File: config.mk
export PLATFORM = sky130hd
export DESIGN_NAME = button_conditioner
export DESIGN_NICKNAME = d
export VERILOG_FILES = /design/src/rtl/button_conditioner.sv
export SDC_FILE = /design/constraint.sdc
export NUM_CORES = 1
export LEC_CHECK = 0
export BUFFER_PORTS_ARGS = -buffer_cell sky130_fd_sc_hd__buf_4
export CELL_PAD_IN_SITES_DETAIL_PLACEMENT = 2
export CELL_PAD_IN_SITES_GLOBAL_PLACEMENT = 2
export CORE_UTILIZATION = 40
export DETAILED_ROUTE_END_ITERATION = 6
export HOLD_SLACK_MARGIN = 0.03
export PLACE_DENSITY_LB_ADDON = 0.1
export SYNTH_ARGS = -nofsm -noshare
export SYNTH_HDL_FRONTEND = slang
export SYNTH_SLANG_ARGS = --single-unit
File: constraint.sdc
create_clock -name Clock -period 3.7 [get_ports Clock]
set_input_delay 0.555 -clock Clock [delete_from_list [all_inputs] [get_ports Clock]]
set_output_delay 0.555 -clock Clock [all_outputs]
set_load 0.03 [all_outputs]
File: src/rtl/button_conditioner.sv
// Multi-channel push-button conditioner: synchroniser, debouncer, press/release
// events and auto-repeat strobes, one fully independent lane per button.
module button_conditioner #(
    parameter int CHANNELS        = 5,
    parameter int SYNC_STAGES     = 2,
    parameter int DEBOUNCE_CYCLES = 16,
    parameter int REPEAT_DELAY    = 64,
    parameter int REPEAT_PERIOD   = 16
) (
    input  logic                Clock,
    input  logic                Reset,
    input  logic [CHANNELS-1:0] Signal,
    output logic [CHANNELS-1:0] Level,
    output logic [CHANNELS-1:0] Pressed,
    output logic [CHANNELS-1:0] Released,
    output logic [CHANNELS-1:0] Repeat,
    output logic                AnyPressed
);

    localparam int CNT_W    = $clog2(DEBOUNCE_CYCLES + 1);
    localparam int HOLD_MAX = (REPEAT_DELAY > REPEAT_PERIOD) ? REPEAT_DELAY : REPEAT_PERIOD;
    localparam int HOLD_W   = $clog2(HOLD_MAX + 1);
    localparam logic [CNT_W-1:0]  CNT_LAST    = CNT_W'(DEBOUNCE_CYCLES - 1);
    localparam logic [HOLD_W-1:0] DELAY_LAST  = HOLD_W'((REPEAT_DELAY > 0) ? REPEAT_DELAY - 1 : 0);
    localparam logic [HOLD_W-1:0] PERIOD_LAST = HOLD_W'(REPEAT_PERIOD - 1);

    // Per-channel repeat FSM: waiting for a press, counting the initial delay,
    // or strobing periodically while the button stays down.
    typedef enum logic [1:0] {
        HOLD_IDLE     = 2'd0,
        HOLD_DELAY    = 2'd1,
        HOLD_PERIODIC = 2'd2
    } holdState_t;

    logic [CHANNELS-1:0] riseNow;

    for (genvar i = 0; i < CHANNELS; i++) begin : gChannel
        logic [SYNC_STAGES-1:0] syncQ;
        logic [CNT_W-1:0]       debCnt;
        logic                   levelQ;
        logic                   pressedQ;
        logic                   releasedQ;
        logic                   repeatQ;
        logic                   mismatch;
        logic                   toggle;
        logic                   rise;
        logic                   fall;
        logic                   fireRepeat;
        holdState_t             holdState;
        holdState_t             holdStateNext;
        logic [HOLD_W-1:0]      holdCnt;
        logic [HOLD_W-1:0]      holdCntNext;

        assign mismatch = syncQ[SYNC_STAGES-1] ^ levelQ;
        assign toggle   = mismatch && (debCnt == CNT_LAST);
        assign rise     = toggle && !levelQ;
        assign fall     = toggle && levelQ;

        // Synchroniser, debounce counter and the registered event outputs.
        always_ff @(posedge Clock or posedge Reset) begin
            if (Reset) begin
                syncQ     <= '0;
                debCnt    <= '0;
                levelQ    <= 1'b0;
                pressedQ  <= 1'b0;
                releasedQ <= 1'b0;
                repeatQ   <= 1'b0;
            end else begin
                syncQ     <= {syncQ[SYNC_STAGES-2:0], Signal[i]};
                debCnt    <= (!mismatch || toggle) ? '0 : debCnt + CNT_W'(1);
                levelQ    <= levelQ ^ toggle;
                pressedQ  <= rise;
                releasedQ <= fall;
                repeatQ   <= fireRepeat;
            end
        end

        always_ff @(posedge Clock or posedge Reset) begin
            if (Reset) begin
                holdState <= HOLD_IDLE;
                holdCnt   <= '0;
            end else begin
                holdState <= holdStateNext;
                holdCnt   <= holdCntNext;
            end
        end

        always_comb begin
            holdStateNext = holdState;
            holdCntNext   = '0;
            case (holdState)
                HOLD_IDLE: begin
                    if (rise && (REPEAT_DELAY > 0)) holdStateNext = HOLD_DELAY;
                end
                HOLD_DELAY: begin
                    if (fall)                         holdStateNext = HOLD_IDLE;
                    else if (holdCnt == DELAY_LAST)   holdStateNext = HOLD_PERIODIC;
                    else                              holdCntNext   = holdCnt + HOLD_W'(1);
                end
                HOLD_PERIODIC: begin
                    // Counter wraps to zero on every strobe; it never saturates.
                    if (fall)                         holdStateNext = HOLD_IDLE;
                    else if (holdCnt != PERIOD_LAST)  holdCntNext   = holdCnt + HOLD_W'(1);
                end
                default: holdStateNext = HOLD_IDLE;
            endcase
        end

        // A release landing on a repeat slot suppresses that repeat.
        always_comb begin
            fireRepeat = rise;
            if (!fall) begin
                if ((holdState == HOLD_DELAY) && (holdCnt == DELAY_LAST))     fireRepeat = 1'b1;
                if ((holdState == HOLD_PERIODIC) && (holdCnt == PERIOD_LAST)) fireRepeat = 1'b1;
            end
        end

        assign riseNow[i]  = rise;
        assign Level[i]    = levelQ;
        assign Pressed[i]  = pressedQ;
        assign Released[i] = releasedQ;
        assign Repeat[i]   = repeatQ;
    end

    always_ff @(posedge Clock or posedge Reset) begin
        if (Reset) AnyPressed <= 1'b0;
        else       AnyPressed <= |riseNow;
    end

endmodule
==> flow_metrics.tcl <==
set metrics [dict create \
    outcome "complete, but fails checks" \
    ys_ff_latch 101 \
    synthArstFlopShare_pct 100 \
    cts-resized-gates 0 \
    yosysWarningCount 0 \
    grt_max_degree 53 \
    synth_area_leaders "dfrtp_1 (52%), ha_1 (7.8%), nor2_1 (4.6%)" \
    port_buffers 27 \
    wire_per_inst_um 16.4 \
    path_max_fanout 5 \
    syn_nets 495 \
    max-slew-margin-rel_pct 55.1 \
    setup_viol 0 \
    powerDensity_nw_per_um2 403 \
    grt_pass1_wl_um 18000 \
    clkSinkCount 101 \
    vdd_drop_max_v 0.000193 \
    critPathSlowestCell "or3_1" \
    tns_ns 0 \
    yosysTopAreaCell "dfrtp_1" \
    antenna_found_initial 0 \
    power_frac_comb_pct 2.8 \
    wirelength_um 10200 \
    die_w_um 112 \
    globalRouteOverflowTotal 0 \
    htreeDepth 3 \
    clkLatencyLatePin_ns 0.34 \
    ios 28 \
    yosysTopAreaCellShare_pct 52.5 \
    worst_pin_slew_ns 0.668 \
    coreArea_um2 11600 \
    grt_pass1_vias 3661 \
    cp_common_cell "ha_1" \
    drt_pre_antenna_iters 6 \
    track_usage_pct 18.3 \
    seqPwrFrac_pct 53.0 \
    holdWs_ns 0.312 \
    num_vias 3286 \
    cp.arrival_ns 2.31 \
    worstHoldPathType "input pin to flop" \
    drt_iter0_drc 146 \
    clkPwrFrac_pct 44.1 \
    p_switching_w 0.000441 \
    hpwl_um 7330 \
    fmax_mhz 491 \
    drv_slew 0 \
    syn-cell-area_um2 4820 \
    crit_chain "ha_1 -> and3_1 -> ha_1 -> nand3b_1 -> nand2_1 -> or3_1 -> nor2_1" \
    ant_nets 0 \
    postCtsSetupBuffers 0 \
    die-area_um2 12500 \
    antenna_cells 0 \
    cts_made_buffers 9 \
    gp_congestion 0.745 \
    fill_cells 1217 \
    rsz0062_at_grt "no" \
    cell_internal_pwr_w 0.00170 \
    critPathLaunchType "flop" \
    hold_violations 0 \
    hold_buffers 0 \
    switching_share_pct 20.6 \
    post-route-period-util_pct 55.1 \
    drc 1 \
    nets 509 \
    ys.flop_type "dfrtp_1" \
    clock_path_buffers 2 \
    crit_type "flop to flop" \
    crit_path_max_incr_delay_ns 0.46 \
    maxCapViolations 0 \
    pre_cts_ws_ns 1.67 \
    cp-end-kind "flop" \
    die_y_um 112 \
    fin_skew_ns 0.00536 \
    start_util_pct 41.7 \
    syn_to_final_growth_pct 10.5 \
    cts-root-buf "clkbuf_16" \
    avgSynthCellArea_um2 10.5 \
    via_per_inst 5.31 \
    synth-seq-area-share_pct 52.5 \
    violations "design-rule violations" \
    cts_tree "yes" \
    clk_pin_slew_ns 0.07 \
    ys_types 50 \
    synth-edff-count 0 \
    num_rows 39 \
    cp_data_required_time_ns 3.97 \
    synthCells 458 \
    drive_gt1_share_pct 10.9 \
    period_needed_ns 2.04 \
    leakage_nw 2.45 \
    layout_setup_ws_ns 1.66 \
]
Yosys cell counts, drive strengths merged (5+ instances only):
cell type  instances
buf               22
xor2              20
nor2              59
nand3             23
nand3b             5
inv               38
nand2             19
ha                30
nor3              13
o31ai              6
o21ai             12
nor4               5
and3               9
a21oi             16
nand2b             8
xnor2             15
dfrtp            101
flip-flops by register name (all words and copies together) (netlist names), named ones only:
| name | flops |
|---|---|
| gChannel.holdCnt | 35 |
| gChannel.debCnt | 25 |
| gChannel.holdState | 10 |
| gChannel.syncQ | 10 |
| gChannel.pressedQ | 5 |
| gChannel.releasedQ | 5 |
| gChannel.repeatQ | 5 |
| AnyPressed | 1 |
cell families (layout without fill, tap and decap cells):
family / after synthesis / after routing / share of synthesized area, %
xor+xnor: 35 / 35 / 6.36
flops: 101 / 101 / 52.5
compound gates: 62 / 62 / 8.57
mux: 3 / 3 / 0.675
simple gates: 163 / 163 / 17.3
fa+ha+maj: 30 / 30 / 7.79
buf+inv: 64 / 82 / 6.88
path summary, 6_finish.rpt:
path	from	to	slack, ns	cells past startpoint
worst max-delay path	gChannel[3].debCnt[0]$_DFF_PP0_	gChannel[3].holdCnt[5]$_DFF_PP0_	1.66	7
worst min-delay path	Signal[1]	gChannel[1].syncQ[0]$_DFF_PP0_	0.31	1
worst max register to register	gChannel[3].debCnt[0]$_DFF_PP0_	gChannel[3].holdCnt[5]$_DFF_PP0_	1.66	7
worst min register to register	gChannel[3].syncQ[0]$_DFF_PP0_	gChannel[3].syncQ[1]$_DFF_PP0_	0.35	0
max in group asynchronous	Reset	gChannel[4].syncQ[0]$_DFF_PP0_	2.58	3
min in group asynchronous	Reset	gChannel[0].holdCnt[4]$_DFF_PP0_	0.32	2
final cells by class:
| class | instances | area (um^2) | area share (%) |
|---|---|---|---|
| Clock buffer | 14 | 264 | 4.96 |
| Inverter | 38 | 145 | 2.73 |
| Timing Repair Buffer | 29 | 218 | 4.09 |
| Tap cell | 143 | 179 | 3.36 |
| Multi-Input combinational cell | 293 | 1960 | 36.8 |
| Sequential cell | 101 | 2530 | 47.5 |
| Clock inverter | 1 | 30.0 | 0.564 |
worst max-delay path, delay by kind of cell (launching register included):
family	cells	cell delay, ns
and+or+nand+nor	5	1.12
adders and majority gates	2	0.46
DFF	1	0.40
power groups by stage:
stage                     Clock, W  Sequential (W)  Combinational, W
after floorplan                  0         0.00115         0.0000426
after CTS                 0.000987         0.00114         0.0000647
after global placement           0         0.00116         0.0000607
final                     0.000946         0.00114         0.0000610
after detailed placement         0         0.00116         0.0000642
after global routing       0.00102         0.00114         0.0000723
routing by layer:
metal / wire length (um) / vias up / global-route usage (%) / share of wire (%)
li1: - / 1563 / - / -
met1: 4580 / 1683 / 23.0 / 45
met2: 5200 / 26 / 31.5 / 51
met3: 203 / 14 / 2.89 / 2.0
met4: 175 / 0 / 7.57 / 1.7
met5: 0 / - / 0 / 0
cells in the final DEF, fill, tap and decap left out, types with 2 or more instances in the layout:
cell type  synthesis  layout
a211oi_1           4       4
a21o_1             3       3
a21oi_1           16      16
a31oi_1            2       2
and3_1             9       9
and3b_1            4       4
buf_4             20      29
clkbuf_1           3       3
clkbuf_16          0       9
clkbuf_8           0       2
dfrtp_1          101     101
ha_1              30      30
inv_1             38      37
mux2_2             2       2
nand2_1           19      19
nand2b_1           7       7
nand3_1           22      22
nand3b_1           5       5
nand4b_1           4       4
nor2_1            59      59
nor2b_1            2       2
nor3_1            13      13
nor4_1             5       5
o211ai_1           2       2
o21ai_0           12      12
o22ai_1            2       2
o311ai_0           3       3
o31ai_1            6       6
o41ai_1            2       2
or2_2              3       3
or3_1              3       3
or4_1              3       3
xnor2_1           15      15
xor2_1            20      20
per-stage QoR:
step | util (%) | total power [W] | instances | cell area [um^2]
after CTS | 46.0 | 0.00219 | 619 | 5320
after global placement | 43.5 | 0.00122 | 604 | 5030
after floorplan | - | 0.00120 | 458 | 4820
final | 46.0 | 0.00214 | 619 | 5320
after detailed placement | 43.5 | 0.00122 | 604 | 5030
after global routing | 46.0 | 0.00223 | 619 | 5320
Note: power is estimated with default switching activity, not from simulation.
